[src/rtl/e203_nn_dot_seq.sv]
// Sequential int16x2 dot-product engine: streams word pairs from weight/image RAMs,
// accumulates lane products, writes one 32-bit result. Define E203_NN_DOT_SAT_EN for saturating accumulation.
module e203_nn_dot_seq #(
  parameter int unsigned ADDR_W = 12
) (
  input  logic              clk,
  input  logic              rst,
  input  logic              start,
  input  logic [ADDR_W:0]   cfg_len,
  input  logic [ADDR_W-1:0] cfg_w_base,
  input  logic [ADDR_W-1:0] cfg_x_base,
  input  logic [ADDR_W-1:0] cfg_o_addr,
  output logic              busy,
  output logic              done,
  output logic              rd_req,
  input  logic              rd_gnt,
  output logic [ADDR_W-1:0] w_addr,
  output logic [ADDR_W-1:0] x_addr,
  input  logic [31:0]       w_rdata,
  input  logic [31:0]       x_rdata,
  output logic              o_we,
  input  logic              o_gnt,
  output logic [ADDR_W-1:0] o_addr,
  output logic [31:0]       o_wdata
);

  typedef enum logic [1:0] {IDLE, RUN, DRAIN, WRITE} state_e;

  state_e               state_q;
  logic [ADDR_W:0]      len_q;
  logic [ADDR_W:0]      cnt_q;
  logic [ADDR_W-1:0]    w_base_q;
  logic [ADDR_W-1:0]    x_base_q;
  logic [ADDR_W-1:0]    o_addr_q;
  logic                 vld_q;
  logic signed [31:0]   acc_q;
  logic signed [31:0]   acc_d;
  logic signed [15:0]   w_lo, w_hi, x_lo, x_hi;
  logic signed [31:0]   p_lo, p_hi;
  logic                 issue;
  logic                 last_issue;

  assign issue      = (state_q == RUN) && rd_gnt;
  assign last_issue = (cnt_q + (ADDR_W+1)'(1)) == len_q;

  // Lane products of the pair returned one cycle after its issue.
  assign w_lo = w_rdata[15:0];
  assign w_hi = w_rdata[31:16];
  assign x_lo = x_rdata[15:0];
  assign x_hi = x_rdata[31:16];
  assign p_lo = 32'(w_lo) * 32'(x_lo);
  assign p_hi = 32'(w_hi) * 32'(x_hi);

`ifdef E203_NN_DOT_SAT_EN
  logic signed [33:0] sum_full;
  assign sum_full = 34'(acc_q) + 34'(p_lo) + 34'(p_hi);

  // Clamp whenever the exact sum does not fit in 32 signed bits.
  always_comb begin
    acc_d = sum_full[31:0];
    if ((sum_full[33:31] != 3'b000) && (sum_full[33:31] != 3'b111)) begin
      acc_d = sum_full[33] ? 32'sh8000_0000 : 32'sh7FFF_FFFF;
    end
  end
`else
  assign acc_d = acc_q + p_lo + p_hi;
`endif

  always_ff @(posedge clk) begin
    if (rst) begin
      state_q  <= IDLE;
      len_q    <= '0;
      cnt_q    <= '0;
      w_base_q <= '0;
      x_base_q <= '0;
      o_addr_q <= '0;
      vld_q    <= 1'b0;
      acc_q    <= '0;
    end else begin
      vld_q <= issue;
      if (vld_q) begin
        acc_q <= acc_d;
      end
      case (state_q)
        IDLE: begin
          if (start) begin
            len_q    <= cfg_len;
            w_base_q <= cfg_w_base;
            x_base_q <= cfg_x_base;
            o_addr_q <= cfg_o_addr;
            cnt_q    <= '0;
            acc_q    <= '0;
            state_q  <= (cfg_len == '0) ? DRAIN : RUN;
          end
        end
        RUN: begin
          if (issue) begin
            cnt_q <= cnt_q + (ADDR_W+1)'(1);
            if (last_issue) begin
              state_q <= DRAIN;
            end
          end
        end
        DRAIN: state_q <= WRITE;
        WRITE: begin
          if (o_gnt) begin
            state_q <= IDLE;
          end
        end
        default: state_q <= IDLE;
      endcase
    end
  end

  assign busy    = (state_q != IDLE);
  assign rd_req  = (state_q == RUN);
  assign w_addr  = w_base_q + cnt_q[ADDR_W-1:0];
  assign x_addr  = x_base_q + cnt_q[ADDR_W-1:0];
  assign o_we    = (state_q == WRITE);
  assign o_addr  = o_addr_q;
  assign o_wdata = acc_q;
  assign done    = (state_q == WRITE) && o_gnt;

endmodule

[config.mk]
export PLATFORM = sky130hd
export DESIGN_NAME = e203_nn_dot_seq
export DESIGN_NICKNAME = d
export VERILOG_FILES = /design/src/rtl/e203_nn_dot_seq.sv
export SDC_FILE = /design/constraint.sdc
export NUM_CORES = 2
export LEC_CHECK = 0
export CAP_MARGIN = 0
export CORE_MARGIN = 1
export CORE_UTILIZATION = 62
export DETAILED_ROUTE_END_ITERATION = 16
export PLACE_DENSITY = 0.88
export RECOVER_POWER = 25
export SLEW_MARGIN = 20
export SYNTH_ARGS = -nofsm -noshare
export SYNTH_HDL_FRONTEND = slang
export SYNTH_SLANG_ARGS = --single-unit
[constraint.sdc]
create_clock -name clk -period 9.3 [get_ports clk]
set_input_delay 1.395 -clock clk [delete_from_list [all_inputs] [get_ports clk]]
set_output_delay 1.395 -clock clk [all_outputs]
set_load 0.05 [all_outputs]
# Word level (Yosys, flattened, before mapping)
# Cells that the tools add are included.
# totals
output_inout_bits	72
regBits	97
in_bits	118
# classes
mux	12
mul	2
n_reduce_logical	9
n_eq_ne	8
add_sub_neg	5
# ops
op	count
32-bit two-way mux	3
32-bit adder	2
16-bit by 16-bit multiplier with 32-bit output	2
13-bit two-way mux	2
13-bit one-hot mux with 2 select lines	1
12-bit adder	2
13-bit by 1-bit adder with 13-bit output (second input constant)	1
13-bit == test	1
13-bit logical NOT	1
2-bit two-way mux	5
2-bit one-hot mux with 4 select lines	1
2-bit by 1-bit inequality test with 1-bit output (second input constant)	3
2-bit == test (second input constant)	2
4-bit AND reduction	1
2-bit nonzero test	2
3-bit AND reduction	1
2-bit by 1-bit == test with 1-bit output (second input constant)	1
1-bit logical AND	2
2-bit logical NOT	1
2-bit inequality test (second input constant)	1
2-bit AND reduction	1

# Longest topological paths before layout
# logic_depth
word_depth	6
mapped_depth	27

# Least setup slack after synthesis
# OpenSTA, ideal clock, no wires.
# synth_path
kind	in2reg
start	in w_rdata[31]
end	reg acc_q[30] (netlist: o_wdata[30])
t_arrival_ns	8.467
stages	26
path_slack_ns	0.746
t_required_ns	9.213
n_path_buf	1
cell_sequence	clkbuf_1 > nand2_1 > inv_1 > fa_1 > inv_1 > fa_1 > inv_1 > fa_1 > inv_1 > fa_1 > fa_1 > inv_1 > fa_1 > fa_1 > inv_1 > fa_1 > inv_1 > ha_1 > a21o_1 > a21o_1 > a221o_1 > a31oi_2 > o211ai_2 > o21ai_1 > mux2_2 > o31ai_1
# synth_via
elab_chain_len	5
# synth_rtl
element	line	rtl
from (decl)	19	input logic [31:0] w_rdata,
16-bit by 16-bit multiplier with 32-bit output *	52	assign p_hi = 32'(w_hi) * 32'(x_hi);
32-bit adder *	66	assign acc_d = acc_q + p_lo + p_hi;
32-bit two-way mux *	81	if (vld_q) begin
32-bit two-way mux	86	if (start) begin
32-bit two-way mux *	84	case (state_q)
to (signal assigned)	78	acc_q <= '0;
to (signal assigned)	82	acc_q <= acc_d;
to (signal assigned)	92	acc_q <= '0;
to (decl)	36	logic signed [31:0] acc_q;
# Mark *: on every way between the ends. The rest lies on a longest branch, timed or not.
# A chain may end at the register's enable or synchronous reset.

# Worst setup path after layout
# layout_path
start	in x_rdata[19]
end	reg acc_q[21] (netlist: o_wdata[21])
# layout_via
elab_chain_len	5
# layout_rtl
element	line	rtl
from (decl)	20	input logic [31:0] x_rdata,
16-bit by 16-bit multiplier with 32-bit output *	52	
32-bit adder *	66	
32-bit two-way mux *	81	
32-bit two-way mux	86	
32-bit two-way mux *	84	
# Marked as above.

==> flow_metrics.py <==
metrics = {
    "timing": {
        "fin_crit_sh_pct": 95.8,
        "drv_slew": 68,
        "rsz0062_at_grt": "false",
        "tns_ns": 0,
        "worstMarginPinSlew_ns": 2.95,
        "fmax_mhz": 112,
        "finalClockSkew_ns": 0.0130,
        "setup_viol": 0,
        "hold_viol_final": 0,
        "fin_crit_ns": 8.91,
        "max-slew-margin-rel_pct": -96.7,
    },
    "synth": {
        "synth_mux_area_share_pct": 1.04,
        "synth_area_leaders": "fa_1 (49%), inv_1 (10%), ha_1 (8.0%), dfxtp_1 (7.5%), nand2_1 (5.7%)",
        "ys_seq_area_share_pct": 7.55,
        "synthArstFlopShare_pct": 0,
        "synth-simple-area-share_pct": 15.4,
        "yosys_warnings": 0,
        "synth_xor_area_share_pct": 2.72,
        "synth.distinct_cells": 73,
        "synth_cells": 2826,
        "synth_edf_count": 0,
        "ys_ff_latch": 97,
        "synth_top_area_share_pct": 48.6,
        "synth_top_family_by_area": "adder cells",
        "synth-main-ff-cell": "dfxtp_1",
        "yosys.area_share.adder_pct": 56.5,
        "yosysTopAreaCell": "fa_1",
        "synth-compound-area-share_pct": 5.04,
        "synth_area_mm2": 0.0257,
        "syn-num-nets": 3732,
        "postSynthAreaPerCell_um2": 9.10,
    },
    "die": {
        "rows": 74,
        "initial_core_util_pct": 62.9,
        "dieWidth_um": 206,
        "die_area_mm2": 0.0423,
        "die_y_um": 206,
        "ios": 190,
        "coreArea_mm2": 0.0409,
    },
    "cts": {
        "cts_tree": "done",
        "clockBufferDepth": 2,
        "htreeDepth": 3,
        "cts_resized": 0,
        "numClockSinks": 97,
        "cts_buffers": 9,
        "holdBufCountCts": 0,
        "postCtsSetupBuffers": 0,
        "root_buffer": "clkbuf_16",
        "cts.clk_slew.worst_paths_ns": 0.08,
        "clock_latency_ns": 0.36,
    },
    "global_routing": {
        "antenna_found_initial": 0,
        "grt_start_max_net_pins": 68,
        "first_global_vias": 21400,
        "grt_overflow": 0,
        "grt_usage_pct": 33.4,
        "grt_pass1_wl_um": 109000,
    },
    "finish": {
        "area.sequential_mm2": 0.00194,
        "layout-drive-gt1-share_pct": 4.04,
        "multi_input_area_mm2": 0.0208,
        "nNetsFinal": 3919,
        "n_fill_cell": 3010,
        "syn_to_final_growth_pct": 12.2,
    },
    "routing": {
        "vias": 19400,
        "wl_per_cell_um": 18.3,
        "drtIter0Drc": 1344,
        "antenna_left": 0,
        "first_pass_iters": 5,
        "vias_per_cell": 5.46,
        "wirelength_um": 64900,
        "drc": 0,
    },
    "setup_path": {
        "cp_slowest_stage_delay_ns": 0.90,
        "startpoint_type": "primary input",
        "crit_fanout": 16,
        "critPathSlowestCell": "clkdlybuf4s50_1",
        "critPathTopFamily": "adder cells",
        "path_cells": "clkdlybuf4s50_1, nand2_1, fa_1, fa_1, inv_1, fa_1, inv_1, fa_1, inv_1, fa_1, fa_1, fa_1, inv_1, fa_1, inv_1, ha_1, o21ai_0, nor2_1, or3_1, o2111ai_1, a21boi_1, o21ai_0, mux2i_1, o311ai_0",
        "path_class": "in -> reg",
        "worst_ep_required_time_ns": 9.43,
        "crit_top_cell": "fa_1",
        "critPathBufInv": 6,
        "end_kind": "flop",
        "worst_ep_arrival_time_ns": 9.04,
    },
    "placed_design": {
        "dp_hpwl_um": 57600,
        "io_buffer_count": 189,
        "routabilityCongestion": 0.939,
    },
    "run_status": {
        "violations": "max-capacitance violations, max-slew violations",
        "status": "finished with violations",
    },
    "hold_path": {
        "min_path_type": "reg -> reg",
    },
    "flow_run": {
        "cap_violations": 1,
    },
}
==> synth_stat cells (all sizes together) (19+ instances only) <==
master,number
inv,705
fa,624
nand2,394
and2,225
ha,164
dfxtp,97
nor2,96
clkbuf,89
a21oi,81
xnor2,62
o21ai,42
mux2i,20
nor3,20
nand2b,19
==> worst reg2reg max path, stage by stage (launching register included) <==
cell       delay, ns
dfxtp_1         0.43
inv_1           0.09
fa_1            0.53
fa_1            0.56
inv_1           0.05
fa_1            0.47
inv_1           0.06
fa_1            0.53
inv_1           0.05
fa_1            0.47
fa_1            0.51
fa_1            0.51
inv_1           0.06
fa_1            0.52
inv_1           0.05
ha_1            0.33
o21ai_0         0.31
nor2_1          0.15
or3_1           0.37
o2111ai_1       0.27
a21boi_1        0.14
o21ai_0         0.22
mux2i_1         0.23
o311ai_0        0.24
==> cell usage in the layout (no fill, tap or decap), types with 3 or more instances in the layout <==
cell type	n
and3_1	7
a21oi_1	81
o21a_1	6
mux2i_1	20
xor2_1	18
or3_1	11
nor2_1	96
xnor2_1	62
a21o_1	12
o31ai_1	7
clkdlybuf4s50_1	187
a21boi_0	6
nand2_1	394
nand4_1	7
ha_1	164
o21bai_1	5
o21ai_0	40
dfxtp_1	96
mux2_2	6
nor4_1	5
inv_1	705
nor3_1	20
a22oi_1	5
o311ai_0	3
and2_1	224
a2111oi_0	3
nor4b_1	3
or2_2	3
a211oi_1	4
fa_1	624
a31oi_1	5
nand3_1	15
nand2b_1	19
clkbuf_16	9
buf_4	82
nor2b_1	9
o211ai_1	4
==> metrics by stage <==
| stage | setup slack [ns] | cells | utilization, % | hold slack [ns] | instance area [µm²] |
|---|---|---|---|---|---|
| finish | 0.393 | 3551 | 70.5 | 0.456 | 28900 |
| global route | 0.0563 | 3550 | 70.5 | 0.486 | 28900 |
| CTS | 0.361 | 3550 | 70.5 | 0.458 | 28900 |
| detailed placement | 0.0135 | 3534 | 69.8 | 0.450 | 28500 |
| global placement | 0.204 | 3534 | 69.8 | 0.442 | 28500 |
| floorplan | 0.746 | 2826 | - | 0.440 | 25700 |
==> state kept, by name (all words and copies together), names as in the netlist <==
register  cells
o_wdata      32
cnt_q        13
len_q        13
o_addr       12
w_base_q     12
x_base_q     12
state_q       2
vld_q         1
==> cells by family after synthesis <==
kind of cell | Yosys count
flip-flops | 97
adder cells (fa/ha/maj) | 788
multiplexers | 26
XOR/XNOR | 80
buffers and inverters | 803
AND/OR/NAND/NOR | 827
AO/OA/AOI/OAI | 205
==> cell type report <==
cell class	count	area share, %
tap	532	2.31
multi-input combinational	1926	71.9
inverter	706	9.18
antenna	1	0.00867
timing repair buffer	273	8.76
clock buffer	9	0.780
sequential	97	6.73
clock inverter	7	0.290
==> per-layer routing <==
metal  wire [µm]  global-route usage (%)
met2       31200                    54.7
met3        5320                    6.57
met1       26200                    44.6
met5           0                       0
met4        2200                    11.3
==> worst paths after layout <==
check | start | endpoint | slack [ns] | depth (start not counted)
max | x_rdata[19] | o_wdata[21] | 0.39 | 24
min | o_addr[10] | o_addr[10] | 0.46 | 2
max reg2reg | o_wdata[12] | o_wdata[21] | 1.92 | 23
min reg2reg | o_addr[10] | o_addr[10] | 0.46 | 2
Power is not shown: default switching activity piles up to over one toggle a cycle in this logic, so the estimate is an artifact.
